**src/rtl/btn_debounce_pulse.sv**
```systemverilog
`default_nettype none
// ============================================================================
//  Module      : btn_debounce_pulse
//  Description : Push-button conditioner. Synchronises a raw, bouncing button
//                to clk, qualifies every level change with a stable-time
//                counter, and emits a clean level plus one-cycle press and
//                release strobes.
//  Revision    : 1.0 - initial release
// ============================================================================
module btn_debounce_pulse #(
    parameter int STABLE_CYCLES = 1000000,  // consecutive samples to accept a change
    parameter int CNT_W         = 20        // 2**CNT_W must be >= STABLE_CYCLES
) (
    input  logic clk,
    input  logic reset,        // synchronous, active-low
    input  logic btnd,         // raw asynchronous button, active-high
    output logic btn_level,
    output logic btn_press,
    output logic btn_release
);

    // Terminal count: the sample that completes qualification.
    localparam logic [CNT_W-1:0] CNT_LAST = CNT_W'(STABLE_CYCLES - 1);

    typedef enum logic [1:0] {
        ST_IDLE         = 2'd0,
        ST_PRESS_WAIT   = 2'd1,
        ST_PRESSED      = 2'd2,
        ST_RELEASE_WAIT = 2'd3
    } state_t;

    logic             sync1_q;
    logic             sync2_q;
    state_t           state_q;
    logic [CNT_W-1:0] cnt_q;
    logic             level_q;
    logic             press_q;
    logic             release_q;
    logic             cnt_done;

    // Two-flop synchroniser; only sync2_q is visible to the qualifier.
    always_ff @(posedge clk) begin
        if (!reset) begin
            sync1_q <= 1'b0;
            sync2_q <= 1'b0;
        end else begin
            sync1_q <= btnd;
            sync2_q <= sync1_q;
        end
    end

    // Qualification is complete when the counter sits on its last value.
    assign cnt_done = (cnt_q == CNT_LAST);

    // Qualifier FSM with registered level and single-cycle strobes.
    always_ff @(posedge clk) begin
        if (!reset) begin
            state_q   <= ST_IDLE;
            cnt_q     <= '0;
            level_q   <= 1'b0;
            press_q   <= 1'b0;
            release_q <= 1'b0;
        end else begin
            // Strobes fall back to zero unless a transition below sets them.
            press_q   <= 1'b0;
            release_q <= 1'b0;
            case (state_q)
                ST_IDLE: begin
                    if (sync2_q) begin
                        state_q <= ST_PRESS_WAIT;
                        cnt_q   <= '0;
                    end
                end
                ST_PRESS_WAIT: begin
                    if (!sync2_q) begin
                        // Bounce: restart from scratch, nothing reported.
                        state_q <= ST_IDLE;
                        cnt_q   <= '0;
                    end else if (cnt_done) begin
                        state_q <= ST_PRESSED;
                        level_q <= 1'b1;
                        press_q <= 1'b1;
                    end else begin
                        cnt_q <= cnt_q + CNT_W'(1);
                    end
                end
                ST_PRESSED: begin
                    if (!sync2_q) begin
                        state_q <= ST_RELEASE_WAIT;
                        cnt_q   <= '0;
                    end
                end
                ST_RELEASE_WAIT: begin
                    if (sync2_q) begin
                        // Release glitch: the button is still considered held.
                        state_q <= ST_PRESSED;
                        cnt_q   <= '0;
                    end else if (cnt_done) begin
                        state_q   <= ST_IDLE;
                        level_q   <= 1'b0;
                        release_q <= 1'b1;
                    end else begin
                        cnt_q <= cnt_q + CNT_W'(1);
                    end
                end
                default: begin
                    state_q <= ST_IDLE;
                    cnt_q   <= '0;
                end
            endcase
        end
    end

    assign btn_level   = level_q;
    assign btn_press   = press_q;
    assign btn_release = release_q;

endmodule
`default_nettype wire

```
**config.mk**
```make
export PLATFORM = sky130hd
export DESIGN_NAME = btn_debounce_pulse
export DESIGN_NICKNAME = d
export VERILOG_FILES = /design/src/rtl/btn_debounce_pulse.sv
export SDC_FILE = /design/constraint.sdc
export NUM_CORES = 1
export LEC_CHECK = 0
export ABC_AREA = 1
export BUFFER_PORTS_ARGS = -buffer_cell sky130_fd_sc_hd__buf_4
export CAP_MARGIN = 20
export CORE_MARGIN = 2
export CORE_UTILIZATION = 35
export DETAILED_ROUTE_END_ITERATION = 7
export GPL_ROUTABILITY_DRIVEN = 0
export PLACE_DENSITY_LB_ADDON = 0.3
export SKIP_CTS_REPAIR_TIMING = 1
export SKIP_LAST_GASP = 1
export SYNTH_ARGS = -nofsm -noshare
export SYNTH_HDL_FRONTEND = slang
export SYNTH_SLANG_ARGS = --single-unit
```
**constraint.sdc**
```tcl
create_clock -name clk -period 2.18 [get_ports clk]
set_clock_uncertainty 0.1 [all_clocks]
set_input_delay 0.109 -clock clk [delete_from_list [all_inputs] [get_ports clk]]
set_output_delay 0.109 -clock clk [all_outputs]
set_load 0.01 [all_outputs]
```
==> summary.md, run 1 <==
| Metric | Value |
|---|---|
| DRT Pass-1 Iters | 4 |
| Clock root buffer master | clkbuf_8 |
| Hold WC Path Type | reg -> reg |
| FF+latch count, synth | 27 |
| Reg2reg setup slack | about 0.48 ns |
| Die area | slightly below 5000 µm² |
| Iteration-0 DRC Markers | 93 |
| Total Routing Usage GR | between 10% and 20% |
| Seq/Total Area, Yosys | a little over a third |
| CP Cell Sequence | ha_1, nand2_1, nor2_2, nand2_1, nor3b_2, xor2_1, nor2_1 |
| Vias/cell | around 5 |
| Crit Path Max Fanout | 6 |
| Period utilisation layout | between 70% and 80% |
| Final worst-path setup slack | ~0.48 ns |
| Critical Path RT | between 2 and 2.5 ns |
| Detailed Place HPWL | 2690 µm |
| Cells after Synth | between 200 and 250 |
| Min Tclk post-route | roughly 1.7 ns |
| First-pass GRT wire length | 6078 µm |
| Filler cells | 460 |
| Routed Antenna Nets | 0 |
| Final Max Slew Viols | 0 |
| Post-synth top area cell | dfxtp_1 |
| Core Region | 4264 µm² |
| WP data arrival | about 1.8 ns |
| Final Hold Violating Endpoints | 0 |
| Longest Clk Path Bufs | 2 |
| Crit-path slowest cell | dfxtp_1 |
| Num CTS Buffers | 3 |
| Syn Area/Cell | 6.468 µm² |
| Worst-Skew Late Latency | around 0.28 ns |
| Peak supply drop | between 0.3 and 0.4 mV |
| Pin count of the biggest net entering global routing | 17 |
| Max incr delay on CP | ~0.42 ns |
| Tightest Pin Transition | 0.3265 ns |
| WS Path Type | reg -> reg |
| Num ports | 6 |
| Initial Util | a little over a third |
| Row cnt | 24 |
| Worst slew margin | 78.21% |
| Run status | complete, no violations |
| Yosys cell types | 26 |
| Antenna cell count | 0 |
| Area growth from synthesis to layout | 11.56% |
| Leak | 0.6219 nW |
| Vias in the first global route | around 1400 |
| Port buffer count | 5 |
| Layout cells sized above 1 | a little under an eighth |
| Setup TNS | 0 ns |
| Syn nets | 240 |
| Startpoint types | register |
| CP dominant cell by count | nand2_1 |
| Reg clk slew, reported paths | about 0.10 ns |
| Post-Syn Area | about 1500 µm² |
| Synth top area cells | dfxtp_1, nand2_1, nor2_1 |
| Chip Width | roughly 70 µm |
| Most frequent cells in the layout | nand2_1, nor2_1, inv_1 |
| Final Setup Violations | 0 |
| NumNets Final | 252 |
| Yosys top cell area share | a little over a third |
| # DRC | 0 |
| Total routed wirelength | roughly 3500 µm |
| Die Y | 70.04 µm |
| Max-Cap Viols | 0 |
| Total gr overflow | 0 |
| Max Fclk | between 0.5 and 0.6 GHz |
| Fin cells | between 200 and 300 |
| Initial antenna violation count | 0 |
| Pre-CTS WS | 0.4910 ns |
| Total clock sinks | 27 |
| CP Capture Type | register |
| RSZ-0062 raised after global routing | no |
| CTS tree | yes |
| Syn. warnings | 0 |
| DP Cell Count | just under 300 |
| H-Tree Depth | 1 |
| Via Count | roughly 1500 |
| Commonest non-fill, non-tap cell in the layout | nand2_1 |
| Wire per inst | approximately 12 µm |
| PD cells | approximately 490 nW/µm² |
[stage by stage]
| step | cell area [µm²] | power [W] | hold slack (ns) | utilization, % |
|---|---|---|---|---|
| 2_1_floorplan | 1526 | 0.0005330 | 0.1025 | - |
| 3_3_place_gp | 1624 | 0.0005459 | 0.1948 | 38.09 |
| 3_5_place_dp | 1624 | 0.0005461 | 0.2014 | 38.09 |
| 4_1_cts | 1673 | 0.0008454 | -0.1024 | 39.23 |
| 5_1_grt | 1703 | 0.0008699 | 0.3397 | 39.94 |
| 6_report | 1703 | 0.0008357 | 0.3224 | 39.94 |
[report_power, final]
group	switching, W	internal (W)
combinational	0.0000273	0.0000129
clock	0.000167	0.000130
sequential	0.00000274	0.000495
total	0.000197	0.000638
[cell usage after synthesis]
library cell / n
nor2_1: 42
ha_1: 1
nor2_2: 3
a21oi_1: 10
nand3_1: 24
nand2_1: 57
nor3_2: 2
a31o_2: 1
xor2_1: 1
nor3_1: 3
xnor2_2: 1
dfxtp_1: 27
nor2_4: 2
o21ai_0: 4
nand2_2: 3
nand4_1: 12
o21ai_1: 1
inv_1: 30
inv_2: 3
a31oi_1: 2
buf_2: 1
inv_4: 1
a21oi_4: 1
o21bai_1: 1
or2_2: 1
nor3b_2: 2
[cell families after synthesis]
| kind of cell | share of synthesized area, % |
|---|---|
| compound gates | 7.869 |
| simple gates | 45.41 |
| fa+ha+maj | 0.8195 |
| xor+xnor | 1.640 |
| buf+inv | 8.852 |
| flops | 35.41 |
[registers in the layout, indices dropped and copies added (netlist names), named ones only]
name / cells
cnt_q: 20
btn_level: 1
btn_press: 1
sync2_q: 1
btn_release: 1
sync1_q: 1
state_q: 1
[path summary, 6_finish.rpt]
| path | from | end | depth (start not counted) |
|---|---|---|---|
| setup / recovery | cnt_q[0] | cnt_q[12] | 7 |
| hold / removal | sync1_q | sync2_q | 2 |
| setup reg to reg | cnt_q[0] | cnt_q[12] | 7 |
| hold reg to reg | sync1_q | sync2_q | 2 |
[final cells by class]
type                       count  area (µm²)  area share, %
inverter                      34       130.1          7.641
sequential                    27       540.5          31.74
multi-input combinational    174       850.8          49.96
timing repair buffer           8       67.56          3.968
clock buffer                   3       41.29          2.425
clock inverter                 1       7.507         0.4409
tap                           52       65.06          3.821
[routing by layer]
layer	wire, µm	global-route usage [%]
met5	0	0
met2	1570	24.87
met1	1723	20.23
met3	142	4.040
met4	65	4.487
[critical path: cells and delay by family, from the launching register on]
kind	cells	cell delay, ns
simple gates	5	0.69
fa+ha+maj	1	0.21
flops	1	0.42
xor+xnor	1	0.18
(Power assumes the default switching activity.)
==> inputs of run 2 (changes only) <==
==> constraint.sdc (replaced) <==
create_clock -name clk -period 1.6 [get_ports clk]
set_clock_uncertainty 0.1 [all_clocks]
set_input_delay 0.08 -clock clk [delete_from_list [all_inputs] [get_ports clk]]
set_output_delay 0.08 -clock clk [all_outputs]
set_load 0.01 [all_outputs]
==> run 2 against run 1 <==
Compared with the run above:
- core utilization grew 4.3 points
- highest routed layer unchanged
- critical path depth is 3 higher
- non-clock buffer count is 14 higher
- largest power group unchanged
- die area unchanged
- global-route usage grew 1.4 points
- sequential share of layout area is 2.8 points lower
- cell area increased by 11%
- clock-buffer cell count is the same
- largest cell class unchanged
- register-to-register slack got worse by 0.42 ns
==> summary.md, run 2 (synthesis gave the netlist of run 1 again) <==
| Metric | Value |
|---|---|
| Run status | complete, no violations |
| Max FFs per register | 20 (unchanged) |
| Port buffer count | 5 (unchanged) |
| Total Routing Usage GR | 16.75% (+1.4 points) |
| Chip Width | 70.04 µm (unchanged) |
| Crit-path slowest cell | dfxtp_2 |
| Clock root buffer master | clkbuf_8 |
| Area growth from synthesis to layout | 23.61% |
| Commonest non-fill, non-tap cell in the layout | nand2_1 |
| Antenna cell count | 0 (unchanged) |
| Vias in the first global route | 1488 (+9.8%) |
| Initial Util | 35.80% (unchanged) |
| Iteration-0 DRC Markers | 122 (+31%) |
| WP data arrival | 1.63 ns (-0.16 ns) |
| Total routed wirelength | 3805 µm (+8.7%) |
| Longest Clk Path Bufs | 2 (unchanged) |
| Row cnt | 24 (unchanged) |
| Reg clk slew, reported paths | 0.10 ns (about the same) |
| Filler cells | 450 (-2.2%) |
| Routed Antenna Nets | 0 (unchanged) |
| CP Capture Type | register |
| CP Cell Sequence | ha_4, nand2_4, nor2_4, nand2_2, nor2_4, nand2_4, nor2_4, inv_2, nand3_1, inv_1 |
| RSZ-0062 raised after global routing | yes |
| Most frequent cells in the layout | nand2_1, nor2_1, inv_1 |
| Leak | 0.7516 nW (+21%) |
| Overall Power | 0.001145 W (+37%) |
| PD cells | 607.0 nW/µm² (+24%) |
| CP dominant cell by count | nor2_4 |
| Fin cells | 313 (+4.7%) |
| Final Setup Violations | 0 (unchanged) |
| Layout cells sized above 1 | 22.61% (+11 points) |
| Core Region | 4264 µm² (unchanged) |
| Hold WC Path Type | reg -> reg |
| Max Fclk | 0.6487 GHz (+11%) |
| Pin count of the biggest net entering global routing | 16 (-1) |
| Max incr delay on CP | 0.38 ns (-0.04 ns) |
| CTS tree | yes |
| Startpoint types | register |
| Final Hold Violating Endpoints | 0 (unchanged) |
| WHS | 0.3187 ns (-0.003683 ns) |
| Worst-Skew Late Latency | 0.28 ns (about the same) |
| Setup TNS | 0 ns (unchanged) |
| Die area | 4906 µm² (unchanged) |
| Die Y | 70.04 µm (unchanged) |
| Total clock sinks | 27 (unchanged) |
| H-Tree Depth | 1 (unchanged) |
| Worst slew margin | 79.53% (+1.3 points) |
| Total gr overflow | 0 (unchanged) |
| NumNets Final | 266 (+5.6%) |
| Max-Cap Viols | 0 (unchanged) |
| First-pass GRT wire length | 6720 µm (+11%) |
| Num CTS Buffers | 3 (unchanged) |
| Via Count | 1551 (+6.2%) |
| Tightest Pin Transition | 0.3067 ns (-0.01983 ns) |
| Largest Register | cnt_q |
| Detailed Place HPWL | 2844 µm (+5.7%) |
| Num ports | 6 (unchanged) |
| Crit Path Max Fanout | 8 (+2) |
| Period utilisation layout | 96.34% (+18 points) |
| Min Tclk post-route | 1.541 ns (-0.1624 ns) |
| DRT Pass-1 Iters | 4 (unchanged) |
| Peak supply drop | 0.4132 mV (+27%) |
| Final Max Slew Viols | 0 (unchanged) |
| DP Cell Count | 305 (+4.5%) |
| Wire per inst | 12.16 µm (+3.8%) |
| # DRC | 0 (unchanged) |
| Vias/cell | 4.955 (+1.5%) |
| WS Path Type | reg -> reg |
| Initial antenna violation count | 0 (unchanged) |
| Critical Path RT | 1.69 ns (-0.57 ns) |
==> run 2: cell types whose count changed in the layout (fill, tap and decap cells not counted), moves of 2 or more <==
cell,previous run,this run
buf_4,5,19
dfxtp_1,27,23
dfxtp_2,0,4
nand2_1,57,54
nand2_4,0,2
nor2_1,42,36
nor2_2,3,6
nor2_4,2,5
==> run 2: routing by layer <==
layer	share of wire [%]	GRT usage [%]	wire length, µm	vias to the layer above
li1	-	-	-	808
met1	47	22.11	1807	702
met2	48	27.72	1829	35
met3	3.2	3.175	122	6
met4	1.2	5.128	45	0
met5	0	0	0	-
==> run 2: metrics by stage <==
stage	cell area (µm²)	setup slack [ns]	utilization, %
6_report	1887	0.05857	44.25
5_1_grt	1887	-0.05001	44.25
4_1_cts	1768	0.01174	41.46
3_5_place_dp	1722	0.04602	40.38
3_3_place_gp	1722	0.04877	40.38
2_1_floorplan	1526	0.08693	-
==> run 2: area by class of cell <==
class                   count  area, µm²  area share [%]
inverters                  34      130.1           6.897
well taps                  52      65.06           3.448
clock buffers               3      41.29           2.188
repair buffers             22      172.7           9.151
clock inverters             1      5.005          0.2653
multi-input cells         174      927.1           49.14
flip-flops and latches     27      545.5           28.91
==> run 2: worst paths after layout <==
kind	endpoint	cells after the start	startpoint	slack (ns)
setup / recovery	state_q[0]	10	cnt_q[1]	0.06
hold / removal	sync2_q	2	sync1_q	0.32
setup reg to reg	state_q[0]	10	cnt_q[1]	0.06
hold reg to reg	sync2_q	2	sync1_q	0.32
==> run 2: report_power, final <==
part | leakage [nW] | switching (W) | internal, W
Clock | 0.0255 | 0.000227 | 0.000175
Sequential | 0.220 | 0.00000297 | 0.000675
Combinational | 0.506 | 0.0000396 | 0.0000258
Total | 0.752 | 0.000270 | 0.000875
==> run 2: critical path, delay by kind of cell (launching register included) <==
family                     cells  cell delay (ns)
adders and majority gates      1             0.16
buffers and inverters          2             0.09
DFF                            1             0.38
and+or+nand+nor                7             0.74
==> inputs of run 3 (changes only) <==
--- a/config.mk
+++ b/config.mk
@@ -9,7 +9,7 @@
 export BUFFER_PORTS_ARGS = -buffer_cell sky130_fd_sc_hd__buf_4
 export CAP_MARGIN = 20
 export CORE_MARGIN = 2
-export CORE_UTILIZATION = 35
+export CORE_UTILIZATION = 60
 export DETAILED_ROUTE_END_ITERATION = 7
 export GPL_ROUTABILITY_DRIVEN = 0
 export PLACE_DENSITY_LB_ADDON = 0.3
==> run 3 against run 2 <==
Compared with the run above:
- the run now ends with setup timing left
- worst setup slack worse by 0.11 ns
- fmax is 6.7% lower
- core utilization up 30 points
- critical path type unchanged
- clock-buffer cell count stayed put
- global-route usage is 8.4 points higher
- cell area shrank 3.6%
- power down 7.1%
- non-clock buffer count fell by 5
- sequential power about the same
- largest cell class unchanged
==> summary.md, run 3 (synthesis gave the netlist of run 1 again) <==
| Metric | Value |
|---|---|
| Wire per inst | 13.69 µm (+13%) |
| First-pass GRT wire length | 5375 µm (-20%) |
| PD cells | 585.0 nW/µm² (-3.6%) |
| NumNets Final | 261 (-1.9%) |
| Layout cells sized above 1 | 22.66% (+0.051 points) |
| Worst slew margin | 78.34% (-1.2 points) |
| Worst-Skew Late Latency | 0.35 ns (+0.07 ns) |
| Final Setup Violations | 5 (+5) |
| Via Count | 1568 (+1.1%) |
| Comb pwr share | 6.3% (+0.6 points) |
| Port buffer count | 5 (unchanged) |
| Hold WC Path Type | reg -> reg |
| Commonest non-fill, non-tap cell in the layout | nand2_1 |
| Final instance area | 1819 µm² (-3.6%) |
| GR peak layer | met2 |
| Final Max Slew Viols | 0 (unchanged) |
| Clk pwr share | 29.8% (-5.3 points) |
| Final worst-path setup slack | -0.05240 ns (-0.1110 ns) |
| Post-place instance area | 1657 µm² (-3.8%) |
| WS Path Type | reg -> reg |
| Max-Cap Viols | 0 (unchanged) |
| CP Cell Sequence | ha_4, nand2_4, nor2_1, nand2_1, nor2_4, nand2_4, nor2_4, nand3_1, o21ai_0 |
| Period utilisation layout | 103.3% (+6.9 points) |
| Antenna cell count | 0 (unchanged) |
| Startpoint types | register |
| Initial Util | 62.18% (+26 points) |
| Largest Register | cnt_q |
| Pin count of the biggest net entering global routing | 16 (unchanged) |
| Detailed Place HPWL | 2640 µm (-7.2%) |
| Delay-heaviest family, CP | simple AND/OR/NAND/NOR gates |
| Min Tclk post-route | 1.652 ns (+0.1110 ns) |
| Row cnt | 18 (-25%) |
| Final core utilization | 74.11% (+30 points) |
| RSZ-0062 raised after global routing | yes |
| Reg clk slew, reported paths | 0.15 ns (+0.05 ns) |
| Chip Width | 54.44 µm (-22%) |
| Routed Antenna Nets | 0 (unchanged) |
| Fin cells | 286 (-8.6%) |
| Initial antenna violation count | 0 (unchanged) |
| Clock root buffer master | clkbuf_4 |
| Max FFs per register | 20 (unchanged) |
| Crit-path slowest cell | dfxtp_2 |
| # DRC | 0 (unchanged) |
| Die Y | 54.44 µm (-22%) |
| Critical Path RT | 1.77 ns (+0.08 ns) |
| Total Routing Usage GR | 25.20% (+8.4 points) |
| Core Region | 2455 µm² (-42%) |
| WHS | 0.3638 ns (+0.04507 ns) |
| Die area | 2964 µm² (-40%) |
| Crit Path Max Fanout | 8 (unchanged) |
| Final Hold Violating Endpoints | 0 (unchanged) |
| CTS tree | yes |
| DRT Pass-1 Iters | 4 (unchanged) |
| Met2 Use GR | 41.37% (+14 points) |
| Global Route met3 Usage | 2.732% (-0.44 points) |
| Psw | 0.0002682 W (-0.64%) |
| Leak | 0.7007 nW (-6.8%) |
| Max incr delay on CP | 0.38 ns (about the same) |
| Peak supply drop | 0.6512 mV (+58%) |
| Failing checks | setup timing |
| Num CTS Buffers | 3 (unchanged) |
| Total routed wirelength | 3915 µm (+2.9%) |
| Switch share | 25.20% (+1.6 points) |
| Iteration-0 DRC Markers | 72 (-41%) |
| Vias/cell | 5.483 (+11%) |
| GR Layer Usage met1 | 33.84% (+12 points) |
| Internal | 0.0007960 W (-9.1%) |
| Max Fclk | 0.6052 GHz (-6.7%) |
| Sequential Power Share | 63.9% (+4.7 points) |
| Area growth from synthesis to layout | 19.18% |
| Bufs and invs on worst path | 0 (-2) |
| Total clock sinks | 27 (unchanged) |
| CP Capture Type | register |
| Overall Power | 0.001064 W (-7.1%) |
| Run status | finished, violations left |
| Filler cells | 195 (-57%) |
| Num ports | 6 (unchanged) |
| H-Tree Depth | 1 (unchanged) |
| Tightest Pin Transition | 0.3246 ns (+0.01791 ns) |
| Vias in the first global route | 1274 (-14%) |
| Longest Clk Path Bufs | 2 (unchanged) |
| DP Cell Count | 278 (-8.9%) |
| WP data arrival | 1.82 ns (+0.19 ns) |
| Total gr overflow | 0 (unchanged) |
| Most frequent cells in the layout | nand2_1, nor2_1, inv_1 |
run 3: cell count changes in the layout (fill, tap and decap cells not counted), sizes merged:
cell / change
buf: -5
run 3: cell type report:
type                       count  area (µm²)  area share [%]
multi-input combinational    174       939.7           51.65
timing repair buffer          17       135.1           7.428
inverter                      34       130.1           7.153
tap                           30       37.54           2.063
sequential                    27       549.3           30.19
clock inverter                 1       5.005          0.2751
clock buffer                   3       22.52           1.238
run 3: final timing paths:
| kind | startpoint | end | slack, ns | depth (start not counted) |
|---|---|---|---|---|
| hold reg to reg | sync1_q | sync2_q | 0.36 | 2 |
| setup reg to reg | cnt_q[1] | register | -0.05 | 9 |
| hold / removal | sync1_q | sync2_q | 0.36 | 2 |
| setup / recovery | cnt_q[1] | register | -0.05 | 9 |
run 3: power by group through the flow:
| stage | Combinational (W) | Sequential, W | Clock (W) |
|---|---|---|---|
| CTS | 0.0000565 | 0.000679 | 0.000304 |
| global placement | 0.0000555 | 0.000693 | 0 |
| finish | 0.0000672 | 0.000680 | 0.000317 |
| floorplan | 0.0000332 | 0.000693 | 0 |
| detailed placement | 0.0000562 | 0.000693 | 0 |
| global route | 0.0000721 | 0.000680 | 0.000329 |
run 3: through the flow:
stage	setup TNS [ns]	setup WS, ns
2_1_floorplan	0	0.08693
3_3_place_gp	0	0.06164
3_5_place_dp	0	0.02186
4_1_cts	-0.001532	-0.001532
5_1_grt	-0.7683	-0.1010
6_report	-0.1028	-0.05240
run 3: worst register-to-register path: stages, from the launching register on:
cell	delay, ns
dfxtp_2	0.38
ha_4	0.16
nand2_4	0.06
nor2_1	0.11
nand2_1	0.11
nor2_4	0.19
nand2_4	0.11
nor2_4	0.17
nand3_1	0.08
o21ai_0	0.10
run 3: metal layers:
metal	part of all wire, %	routed length (µm)
met3	4.6	180
met5	0	0
met1	43	1701
met4	2.4	93
met2	50	1939
